## src/rtl/cla_slice_sequencer_if.sv

```systemverilog
// rtl/cla_slice_sequencer_if.sv - bus between the sequencer and the shared CLA slice
interface cla_slice_sequencer_if #(
    parameter int N = 4
);
    logic [N-1:0] slice_a;
    logic [N-1:0] slice_b;
    logic         slice_cin;
    logic [N-1:0] slice_sum;
    logic         slice_cout;

    // Sequencer side: drives operands and carry-in, receives the combinational sum
    modport master (
        output slice_a,
        output slice_b,
        output slice_cin,
        input  slice_sum,
        input  slice_cout
    );

    // Adder side
    modport slave (
        input  slice_a,
        input  slice_b,
        input  slice_cin,
        output slice_sum,
        output slice_cout
    );
endinterface

```

## src/rtl/cla_slice_sequencer.sv

```systemverilog
// rtl/cla_slice_sequencer.sv - W-bit ALU op walked slice-by-slice through one shared N-bit CLA
module cla_slice_sequencer #(
    parameter int N      = 4,
    parameter int SLICES = 4
) (
    input  logic                  clk,
    input  logic                  rst,
    input  logic                  start_i,
    input  logic [1:0]            op_i,
    input  logic [N*SLICES-1:0]   a_i,
    input  logic [N*SLICES-1:0]   b_i,
    input  logic                  cin_i,
    cla_slice_sequencer_if.master cla,
    output logic                  busy_o,
    output logic                  done_o,
    output logic [N*SLICES-1:0]   result_o,
    output logic                  cout_o,
    output logic                  ovf_o
);
    localparam int W  = N * SLICES;
    localparam int KW = (SLICES > 1) ? $clog2(SLICES) : 1;

    localparam logic [1:0] OP_ADD = 2'b00;
    localparam logic [1:0] OP_SUB = 2'b01;
    localparam logic [1:0] OP_AND = 2'b10;

    typedef enum logic [1:0] {
        S_IDLE = 2'd0,
        S_RUN  = 2'd1,
        S_DONE = 2'd2
    } state_t;

    state_t         state_q, state_d;
    logic [KW-1:0]  k_q, k_d;
    logic [W-1:0]   a_q, a_d;
    logic [W-1:0]   b_q, b_d;          // already inverted for SUB
    logic [1:0]     op_q, op_d;
    logic           carry_q, carry_d;
    logic [W-1:0]   result_q, result_d;
    logic           cout_q, cout_d;
    logic           ovf_q, ovf_d;

    logic [N-1:0]   slice_a_w;
    logic [N-1:0]   slice_b_w;
    logic           slice_cin_w;
    logic [N-1:0]   logic_slice;
    logic           arith;
    logic           fin_cout;
    logic           fin_ovf;

    // Only ADD/SUB consume the adder output and carry chain; op bit 1 marks logic ops
    assign arith = ~op_q[1];

    // Final flags are formed in the DONE cycle from the completed result and last carry
    assign fin_cout = arith & carry_q;
    assign fin_ovf  = arith & (a_q[W-1] == b_q[W-1]) & (result_q[W-1] != a_q[W-1]);

    // Next-state, slice drive and datapath updates; everything holds unless a state says otherwise
    always_comb begin
        state_d     = state_q;
        k_d         = k_q;
        a_d         = a_q;
        b_d         = b_q;
        op_d        = op_q;
        carry_d     = carry_q;
        result_d    = result_q;
        cout_d      = cout_q;
        ovf_d       = ovf_q;
        slice_a_w   = '0;
        slice_b_w   = '0;
        slice_cin_w = 1'b0;
        logic_slice = '0;

        case (state_q)
            S_IDLE: begin
                if (start_i) begin
                    a_d      = a_i;
                    op_d     = op_i;
                    b_d      = (op_i == OP_SUB) ? ~b_i : b_i;
                    carry_d  = (op_i == OP_SUB) ? 1'b1 : ((op_i == OP_ADD) ? cin_i : 1'b0);
                    k_d      = '0;
                    result_d = '0;
                    cout_d   = 1'b0;
                    ovf_d    = 1'b0;
                    state_d  = S_RUN;
                end
            end
            S_RUN: begin
                slice_a_w   = a_q[k_q*N +: N];
                slice_b_w   = b_q[k_q*N +: N];
                slice_cin_w = carry_q;
                logic_slice = (op_q == OP_AND) ? (slice_a_w & slice_b_w) : (slice_a_w | slice_b_w);
                if (arith) begin
                    result_d[k_q*N +: N] = cla.slice_sum;
                    carry_d              = cla.slice_cout;
                end else begin
                    result_d[k_q*N +: N] = logic_slice;
                end
                // MSB slice carry-out stays in carry_q for cout; it never loops back to slice 0
                if (k_q == KW'(SLICES - 1)) begin
                    k_d     = '0;
                    state_d = S_DONE;
                end else begin
                    k_d = k_q + 1'b1;
                end
            end
            S_DONE: begin
                cout_d  = fin_cout;
                ovf_d   = fin_ovf;
                state_d = S_IDLE;
            end
            default: begin
                state_d = S_IDLE;
            end
        endcase
    end

    // State and datapath registers with synchronous reset
    always_ff @(posedge clk) begin
        if (rst) begin
            state_q  <= S_IDLE;
            k_q      <= '0;
            a_q      <= '0;
            b_q      <= '0;
            op_q     <= 2'b00;
            carry_q  <= 1'b0;
            result_q <= '0;
            cout_q   <= 1'b0;
            ovf_q    <= 1'b0;
        end else begin
            state_q  <= state_d;
            k_q      <= k_d;
            a_q      <= a_d;
            b_q      <= b_d;
            op_q     <= op_d;
            carry_q  <= carry_d;
            result_q <= result_d;
            cout_q   <= cout_d;
            ovf_q    <= ovf_d;
        end
    end

    assign cla.slice_a   = slice_a_w;
    assign cla.slice_b   = slice_b_w;
    assign cla.slice_cin = slice_cin_w;

    assign busy_o   = (state_q == S_RUN) || (state_q == S_DONE);
    assign done_o   = (state_q == S_DONE);
    assign result_o = result_q;
    assign cout_o   = (state_q == S_DONE) ? fin_cout : cout_q;
    assign ovf_o    = (state_q == S_DONE) ? fin_ovf : ovf_q;
endmodule

```

## src/flat_wrapper.sv

```systemverilog
// flat-port wrapper written by rule: the top's interface ports become plain ports
module cla_slice_sequencer_flat 
#(
    parameter int N      = 4,
    parameter int SLICES = 4
)
  (clk, rst, start_i, op_i, a_i, b_i, cin_i, busy_o, done_o, result_o, cout_o, ovf_o, cla_slice_a, cla_slice_b, cla_slice_cin, cla_slice_sum, cla_slice_cout);
  cla_slice_sequencer_if #(.N(N)) cla_i ();
  input  logic clk;
  input  logic rst;
  input  logic start_i;
  input  logic [1:0] op_i;
  input  logic [N*SLICES-1:0] a_i;
  input  logic [N*SLICES-1:0] b_i;
  input  logic cin_i;
  output logic busy_o;
  output logic done_o;
  output logic [N*SLICES-1:0] result_o;
  output logic cout_o;
  output logic ovf_o;
  output wire logic [$bits(cla_i.slice_a)-1:0] cla_slice_a;
  output wire logic [$bits(cla_i.slice_b)-1:0] cla_slice_b;
  output wire logic [$bits(cla_i.slice_cin)-1:0] cla_slice_cin;
  input wire logic [$bits(cla_i.slice_sum)-1:0] cla_slice_sum;
  input wire logic [$bits(cla_i.slice_cout)-1:0] cla_slice_cout;
  assign cla_slice_a = cla_i.slice_a;
  assign cla_slice_b = cla_i.slice_b;
  assign cla_slice_cin = cla_i.slice_cin;
  assign cla_i.slice_sum = cla_slice_sum;
  assign cla_i.slice_cout = cla_slice_cout;
  cla_slice_sequencer #(.N(N), .SLICES(SLICES)) u_core (.clk(clk), .rst(rst), .start_i(start_i), .op_i(op_i), .a_i(a_i), .b_i(b_i), .cin_i(cin_i), .cla(cla_i), .busy_o(busy_o), .done_o(done_o), .result_o(result_o), .cout_o(cout_o), .ovf_o(ovf_o));
endmodule
```

## config.mk

```make
export PLATFORM = sky130hd
export DESIGN_NAME = cla_slice_sequencer_flat
export DESIGN_NICKNAME = d
export VERILOG_FILES = /design/src/rtl/cla_slice_sequencer_if.sv /design/src/rtl/cla_slice_sequencer.sv /design/src/flat_wrapper.sv
export SDC_FILE = /design/constraint.sdc
export NUM_CORES = 1
export LEC_CHECK = 0
export CAP_MARGIN = 20
export CORE_MARGIN = 8
export CORE_UTILIZATION = 50
export CTS_BUF_LIST = sky130_fd_sc_hd__clkbuf_8
export DETAILED_ROUTE_END_ITERATION = 10
export GPL_TIMING_DRIVEN = 1
export MAX_ROUTING_LAYER = met4
export PLACE_DENSITY = 0.81
export SLEW_MARGIN = 20
export SYNTH_ARGS = -nofsm -noshare
export SYNTH_HDL_FRONTEND = slang
export SYNTH_SLANG_ARGS = --single-unit
```

## constraint.sdc

```tcl
create_clock -name clk -period 2.2 [get_ports clk]
set_clock_uncertainty 0.05 [all_clocks]
set_input_delay 0.44 -clock clk [delete_from_list [all_inputs] [get_ports clk]]
set_output_delay 0.44 -clock clk [all_outputs]
set_load 0.05 [all_outputs]
```

-- Word level (Yosys, flattened, before mapping)
Index checks and enable logic that the tools add are counted.
- memories: 0
- logic and storage cells: 69
- flip-flop bits (word level): 57
- RAM bits: 0
- latch bits: 0
- ROM bits: 0
- magnitude comparators: 0
- multiplexer cells: 26
- add/sub/neg operators: 2
- bitwise operators: 7
- shifts and indexed selects: 5
- $mul: 0
- reductions and logical operators: 10
- equality and inequality tests: 10
- divide/modulo/power cells: 0
- operator list (cell ; count):
    $shiftx 4x34->16 ; 2
    $mux 16 ; 3
    $neg 4->34 ; 1
    $shift 4x34->16 const A ; 1
    $bwmux 16 ; 2
    $pmux 16 s2 ; 1
    $shiftx 16x5->4 ; 2
    $not 16->16 ; 1
    $mux 4 ; 3
    $mux 1 ; 8
    $mux 2 ; 4
    $pmux 2 s2 ; 2
    $reduce_and 2->1 ; 4
    $eq 2x2->1 const B ; 3
    $pmux 1 s2 ; 3
    $and 4x4->4 ; 1
    $eq 2x1->1 const B ; 2
    $logic_not 2->1 ; 2
    $ne 2x2->1 const B ; 2
    $or 4x4->4 ; 1
    $reduce_bool 2->1 ; 2
    $and 1x1->1 ; 3
    $reduce_and 3->1 ; 1
    $add 2x1->2 const B ; 1
    other kinds (5) ; 5

-- Logic depth before layout (Yosys ltp)
Gate-level depths: netlist (run 1).
- depth after elaboration: 7
- mapped depth: 7
- mapped depth without buffers: 6

-- Worst setup path before layout (run 1)
Ideal clock, no wire load.
- kind: register to output
- from: register u_core.state_q[0]
- to: output cout_o
- data required time: 1710 ps
- arrival: 1984 ps
- path buffers: 0
- cell stages (with the launch flop): 4
- setup slack: -274 ps
- cell sequence: dfxtp_1 > inv_1 > ha_1 > o21ai_0
- word-level cells in the longest chain between the ends: 2
- ends and longest elaborated chain (what ; RTL line ; source):
    from (decl) ; cla_slice_sequencer.sv:33 ; state_t state_q, state_d;
    from (signal assigned) ; cla_slice_sequencer.sv:131 ; state_q <= state_d;
    $eq 2x2->1 ; n/a ;
    via done_o ; flat_wrapper.sv:17 ; output logic done_o;
    $mux 1 ; cla_slice_sequencer.sv:150 ; assign cout_o = (state_q == S_DONE) ? fin_cout : cout_q;
    to (decl) ; flat_wrapper.sv:19 ; output logic cout_o;
The timed path passes the listed nets, and every way through them passes these cells.

-- Worst setup path in the final report (run 1)
- from: register u_core.k_q[0]
- to: output cla_slice_a[2]
- word-level cells in the longest chain between the ends: 2
- ends and longest elaborated chain (what ; RTL line ; source):
    from (decl) ; cla_slice_sequencer.sv:34 ; logic [KW-1:0] k_q, k_d;
    from (signal assigned) ; cla_slice_sequencer.sv:132 ; k_q <= k_d;
    $shiftx 16x5->4 ; cla_slice_sequencer.sv:89 ; slice_a_w = a_q[k_q*N +: N];
    $mux 4 ; cla_slice_sequencer.sv:74 ; case (state_q)
    to (decl) ; flat_wrapper.sv:21 ; output wire logic [$bits(cla_i.slice_a)-1:0] cla_slice_a;
Every way passes these cells.

==> out/qor.csv, run 1 <==
metric,value,unit
design area,0.00388,mm^2
"Primary FF master, synth",dfxtp_1,
Post-Synth XOR/XNOR Area,5.14,%
cell count after synthesis,311,
maximum vdd drop,0.404,mV
core area,0.00537,mm^2
Final #Nets,444,
reg2reg start,u_core.k_q[0],
Buffers on Ports,71,
Max-cap violations,0,
largest family of logic cells by synthesized area,simple AND/OR/NAND/NOR gates,
multiplexer share of the synthesized area,9.14,%
Syn Area/Cell,8.76,um^2
DRC viols,0,
clk_lat worst skew,340,ps
highest-count cells in the layout ignoring fill and taps,"clkdlybuf4s50_1 (58), dfxtp_1 (56), nand2_1 (54), nor2_1 (33), a21oi_1 (26)",
ys async rst share,0,%
Starting Density,50.7,%
"non-filler cells, final",471,
Worst Hold Path Cells,2,
static leakage,1.46,nW
HPWL after detailed placement,5.29,mm
Initial DRC Count,88,
"commonest non-fill, non-tap cell in the layout",clkdlybuf4s50_1,
Syn. warnings,0,
largest net degree at the start of global routing,40,
RePlAce Congestion,0.852,
Syn Nets,361,
number of CTS-inserted buffers,9,
Vias per Instance,5.34,
"Setup violations, final",0,
setup repair after global routing missed its margin,no,
drt first pass iters,4,
slew margin rel.,58.8,%
grt peak-use layer,met2,
#FFs+latches synth,57,
fmax,0.465,GHz
Compound-Gate Fraction of Synth Area,16.6,%
gr ovfl total,0,
hold worst-path end,u_core.result_o[6],
filler instances,432,
Place WS,260,ps
Critical Path RT,1710,ps
routing usage on met1,21.1,%
Post-synth EDFFs,0,
vias in the first global route,2527,
CTS Hold Buffers Added,0,
Tot Pwr,2.69,mW
share of layout cells above drive strength 1,18.5,%
met2 GRT Util,30.2,%
Reg-to-Reg End,u_core.result_o[7],
clock slew at reported path FFs,60,ps
Placed Area,0.00356,mm^2
ANT cells,0,
htree depth,3,
antenna violations before repair,0,
Worst setup EP type,output port,
first-pass GRT wire length,12.1,mm
post-synthesis cell type count,33,
routed vias,2516,
Final min period,2150,ps
HP Class,reg2reg,
Power Density,693,mW/mm^2
CP startpoint kind,flip-flop,
simple-gate share of the synthesized area,18.1,%
Chip Height,89.8,um
clk sinks,57,
Placed Cells incl. Taps,447,
critical path class,reg2out,
fin crit share,97.7,%
"Data arrival, critical path",1660,ps
DR WL/cell,15.2,um
antenna-violating nets left,0,
endpoints failing hold,0,
chip width,89.8,um
Finished Core Util,72.3,%
Post-Synth Adder-Cell Area,4.87,%
Final WS setup,50.1,ps
P&R area growth vs syn,42.5,%
worst slew pin tran,617,ps
Longest Clk Path Bufs,2,
gr usage total,18.6,%
CTS tree,yes,
WL final,7.14,mm
"Cell Area, Synth",0.00272,mm^2
CTS root buf,clkbuf_8,
io pins,72,
Die Area,0.00807,mm^2
CP Max Fanout,4,
final-report max-slew violation count,0,
FF-to-FF path depth,7,
Rows,27,
sequential element share of the synthesized area,41.9,%
met3 usage,4.16,%
status,"finished, final reports clean",
Hold Startpoint,u_core.result_o[6],
flop2flop setup slack,180,ps
-- stage by stage --
step / setup TNS (ps) / hold WS, ps
after floorplan: -548 / 382
after global placement: 0 / 386
after detailed placement: 0 / 394
after CTS: 0 / 401
after global routing: 0 / 417
final: 0 / 395
-- timing repair --
item                                    in CTS  in global routing
endpoints found under the setup margin       8                  8
hold endpoints to repair                     0                  0
buffers inserted                             3                  5
pin swaps                                    0                  2
gates resized for setup                     14                  8
-- per-layer routing --
metal  routed length [um]  vias up  share of wire [%]
met4                  204        0                2.9
met1                 3060     1165                 43
met5                    0        -                  0
li1                     -     1234                  -
met2                 3490       98                 49
met3                  392       19                5.5
-- worst max-delay path by stage --
stage | from | to | slack, ps | cells after the start
floorplan | u_core.state_q[0] | cout_o | -270 | 3
global placement | u_core.k_q[0] | cla_slice_a[0] | 280 | 4
detailed placement | u_core.k_q[0] | cla_slice_a[0] | 260 | 4
CTS | u_core.k_q[0] | cla_slice_b[1] | 2 | 4
global route | u_core.k_q[0] | cla_slice_a[2] | 2 | 4
finish | u_core.k_q[0] | cla_slice_a[2] | 50 | 4
-- state kept, by name, indices dropped and copies added (netlist names) --
register	flops
u_core.a_q	16
u_core.b_q	16
u_core.result_o	16
u_core.k_q	2
u_core.op_q	2
u_core.state_q	2
u_core.carry_q	1
u_core.cout_q	1
u_core.ovf_q	1
-- kinds of logic (layout without fill, tap and decap cells) --
logic type,count (synthesis),in the layout
and+or+nand+nor,113,113
AOI/OAI and AO/OA,72,72
DFF,57,57
buffers and inverters,28,116
xor gates and xnor gates,16,16
muxes,14,14
adders and majority gates,11,11
-- area by class of cell --
type	count	area [um^2]	share of cell area, %
multi-input cells	226	1480	38.1
flip-flops and latches	57	1140	29.4
repair buffers	91	928	23.9
clock buffers	12	165	4.26
well taps	72	90.1	2.32
clock inverters	4	42.5	1.10
inverters	9	33.8	0.870
-- critical path, cell delays in order, from the launching register on --
cell and delay [ps]:
dfxtp_2 350, buf_6 120, mux4_2 500, and2_2 210, buf_6 150
-- Yosys cell counts (2+ instances only) --
master | count | area share (%)
a211oi_1 | 17 | 4.7
a21oi_1 | 26 | 4.8
a32oi_1 | 2 | 0.64
and2_1 | 8 | 1.8
and2_2 | 3 | 0.83
buf_2 | 4 | 0.73
clkbuf_1 | 13 | 1.8
dfxtp_1 | 57 | 42
ha_1 | 7 | 3.2
inv_1 | 9 | 1.2
maj3_2 | 4 | 1.7
mux2i_1 | 5 | 1.8
mux4_1 | 2 | 1.9
mux4_2 | 6 | 5.0
nand2_1 | 54 | 7.4
nand2b_1 | 4 | 0.92
nand4_1 | 3 | 0.69
nor2_1 | 33 | 4.5
nor2b_1 | 4 | 0.92
nor3_1 | 2 | 0.37
o21ai_0 | 8 | 1.5
o21ai_1 | 8 | 1.5
o21ai_2 | 4 | 1.3
o2bb2ai_1 | 4 | 1.3
xnor2_1 | 16 | 5.1
-- report_power, final --
part           total, mW  internal [mW]  switching [mW]
clock network       1.00          0.605           0.396
logic              0.553          0.271           0.282
registers           1.13           1.09          0.0397
(Power assumes the default switching activity.)
==> inputs of run 2 (changes only) <==
--- a/config.mk
+++ b/config.mk
@@ -14,5 +14,5 @@
 export MAX_ROUTING_LAYER = met4
 export PLACE_DENSITY = 0.81
-export SLEW_MARGIN = 20
+export SLEW_MARGIN = 10
 export SYNTH_ARGS = -nofsm -noshare
 export SYNTH_HDL_FRONTEND = slang
--- a/constraint.sdc
+++ b/constraint.sdc
@@ -3,3 +3,3 @@
 set_input_delay 0.44 -clock clk [delete_from_list [all_inputs] [get_ports clk]]
 set_output_delay 0.44 -clock clk [all_outputs]
-set_load 0.05 [all_outputs]
+set_load 0.1 [all_outputs]
==> out/qor.csv, run 2 (synthesis gave the netlist of run 1 again) <==
metric,value,unit,change
ANT cells,0,,unchanged
static leakage,1.51,nW,+3.0%
CTS Hold Buffers Added,0,,unchanged
maximum vdd drop,0.423,mV,+4.6%
Final min period,2200,ps,+46.9 ps
Starting Density,50.7,%,unchanged
reg2reg start,u_core.k_q[0],,
CP startpoint kind,flip-flop,,
RePlAce Congestion,0.868,,+1.9%
hold slack final,400,ps,+4.92 ps
Vias per Instance,5.30,,-0.78%
gr usage total,19.1,%,+0.53 points
antenna violations before repair,0,,unchanged
clock slew at reported path FFs,60,ps,about the same
core area,0.00537,mm^2,unchanged
io pins,72,,unchanged
critical path class,reg2out,,
clk_lat worst skew,340,ps,about the same
HPWL after detailed placement,5.35,mm,+1.1%
highest-count cells in the layout ignoring fill and taps,"nand2_1 (54), dfxtp_1 (54), clkdlybuf4s50_1 (42), nor2_1 (33), buf_4 (32)",,
number of CTS-inserted buffers,9,,unchanged
slew margin rel.,56.9,%,-1.9 points
share of layout cells above drive strength 1,24.4,%,+5.8 points
vias in the first global route,2626,,+3.9%
CTS tree,yes,,
design area,0.00392,mm^2,+1.0%
routed vias,2491,,-0.99%
CP Max Fanout,5,,+1
chip width,89.8,um,unchanged
first-pass GRT wire length,12.4,mm,+2.1%
CTS root buf,clkbuf_8,,
endpoints failing hold,0,,unchanged
setup TNS,0,ps,unchanged
DRC viols,0,,unchanged
Power Density,669,mW/mm^2,-3.4%
status,"finished, final reports clean",,
WL final,7.26,mm,+1.6%
Final #Nets,443,,-0.23%
Worst setup EP type,output port,,
Die Area,0.00807,mm^2,unchanged
Tot Pwr,2.62,mW,-2.5%
met2 GRT Util,31.8,%,+1.6 points
Place WS,163,ps,-97.9 ps
gr ovfl total,0,,unchanged
worst slew pin tran,645,ps,+28.0 ps
"non-filler cells, final",470,,-0.21%
Critical Path RT,1710,ps,about the same
flop2flop setup slack,180,ps,about the same
htree depth,3,,unchanged
Finished Core Util,73.0,%,+0.75 points
routing usage on met1,20.8,%,-0.29 points
grt peak-use layer,met2,,
CP Launch Point,u_core.k_q[0],,
Rows,27,,unchanged
final-report max-slew violation count,0,,unchanged
DR WL/cell,15.4,um,+1.8%
Placed Area,0.00365,mm^2,+2.4%
antenna-violating nets left,0,,unchanged
HP Class,reg2reg,,
"Data arrival, critical path",1710,ps,+50 ps
Buffers on Ports,71,,unchanged
Initial DRC Count,96,,+9.1%
Max-cap violations,0,,unchanged
clk sinks,57,,unchanged
fmax,0.455,GHz,-2.1%
critical-path cell list,buf_6 -> mux4_2 -> and2_4 -> buf_12,,
drt first pass iters,4,,unchanged
met3 usage,4.90,%,+0.75 points
P&R area growth vs syn,44.0,%,
Placed Cells incl. Taps,446,,-0.22%
setup repair after global routing missed its margin,yes,,
Longest Clk Path Bufs,2,,unchanged
Chip Height,89.8,um,unchanged
crit-path leading delay family,multiplexers,,
slowest cell delay on critical path,510,ps,about the same
largest net degree at the start of global routing,52,,+30%
slowest CP cell,mux4_2,,
CP bufs+invs,2,,unchanged
Hold Startpoint,u_core.result_o[11],,
Final WS setup,3.17,ps,-46.9 ps
fin crit share,99.9,%,+2.1 points
"Setup violations, final",0,,unchanged
==> run 2: changes by cell type in the layout (fill, tap and decap cells not counted), sizes merged <==
cell,before,now
clkdlybuf4s50,58,42
bufinv,1,0
clkbuf,12,11
clkinv,1,3
buf,33,48
==> run 2: path summary, 6_finish.rpt <==
path / to / cells past startpoint
setup / recovery: cla_slice_b[2] / 4
hold / removal: u_core.result_o[11] / 2
hold reg to reg: u_core.result_o[11] / 2
setup reg to reg: u_core.result_o[2] / 7
==> run 2: worst register-to-register path, stage by stage (launching register included) <==
cell       delay [ps]
dfxtp_4           380
buf_6             120
mux4_2            510
buf_4             150
buf_4             120
maj3_2            330
o21ai_2           180
o2bb2ai_1          80
==> run 2: routing by layer <==
| metal | part of all wire [%] | up-vias |
|---|---|---|
| met1 | 40 | 1145 |
| met5 | 0 | - |
| li1 | - | 1236 |
| met2 | 50 | 92 |
| met4 | 2.6 | 0 |
| met3 | 6.7 | 18 |
==> run 2: repair_timing <==
item	in CTS	in global routing
hold endpoints to repair	0	0
endpoints found under the setup margin	10	8
buffers inserted	4	4
resized for setup	13	4
==> run 2: final cells by class <==
type | instances | area [um^2]
Clock inverter | 5 | 22.5
Tap cell | 72 | 90.1
Sequential cell | 57 | 1150
Clock buffer | 11 | 151
Multi-Input combinational cell | 226 | 1510
Timing Repair Buffer | 90 | 963
Fill cell | 413 | 1450
Inverter | 9 | 33.8
==> run 2: report_power, final <==
part	total [mW]	switching, mW	internal [mW]
registers	1.14	0.0453	1.09
clock network	0.868	0.412	0.455
logic	0.615	0.329	0.286
total	2.62	0.787	1.84
==> inputs of run 3 (changes only) <==
Settings changed: GPL_ROUTABILITY_DRIVEN from default to 0.
==> results of run 3 <==
The final DEF is identical to that of run 2; final timing and power are the same.
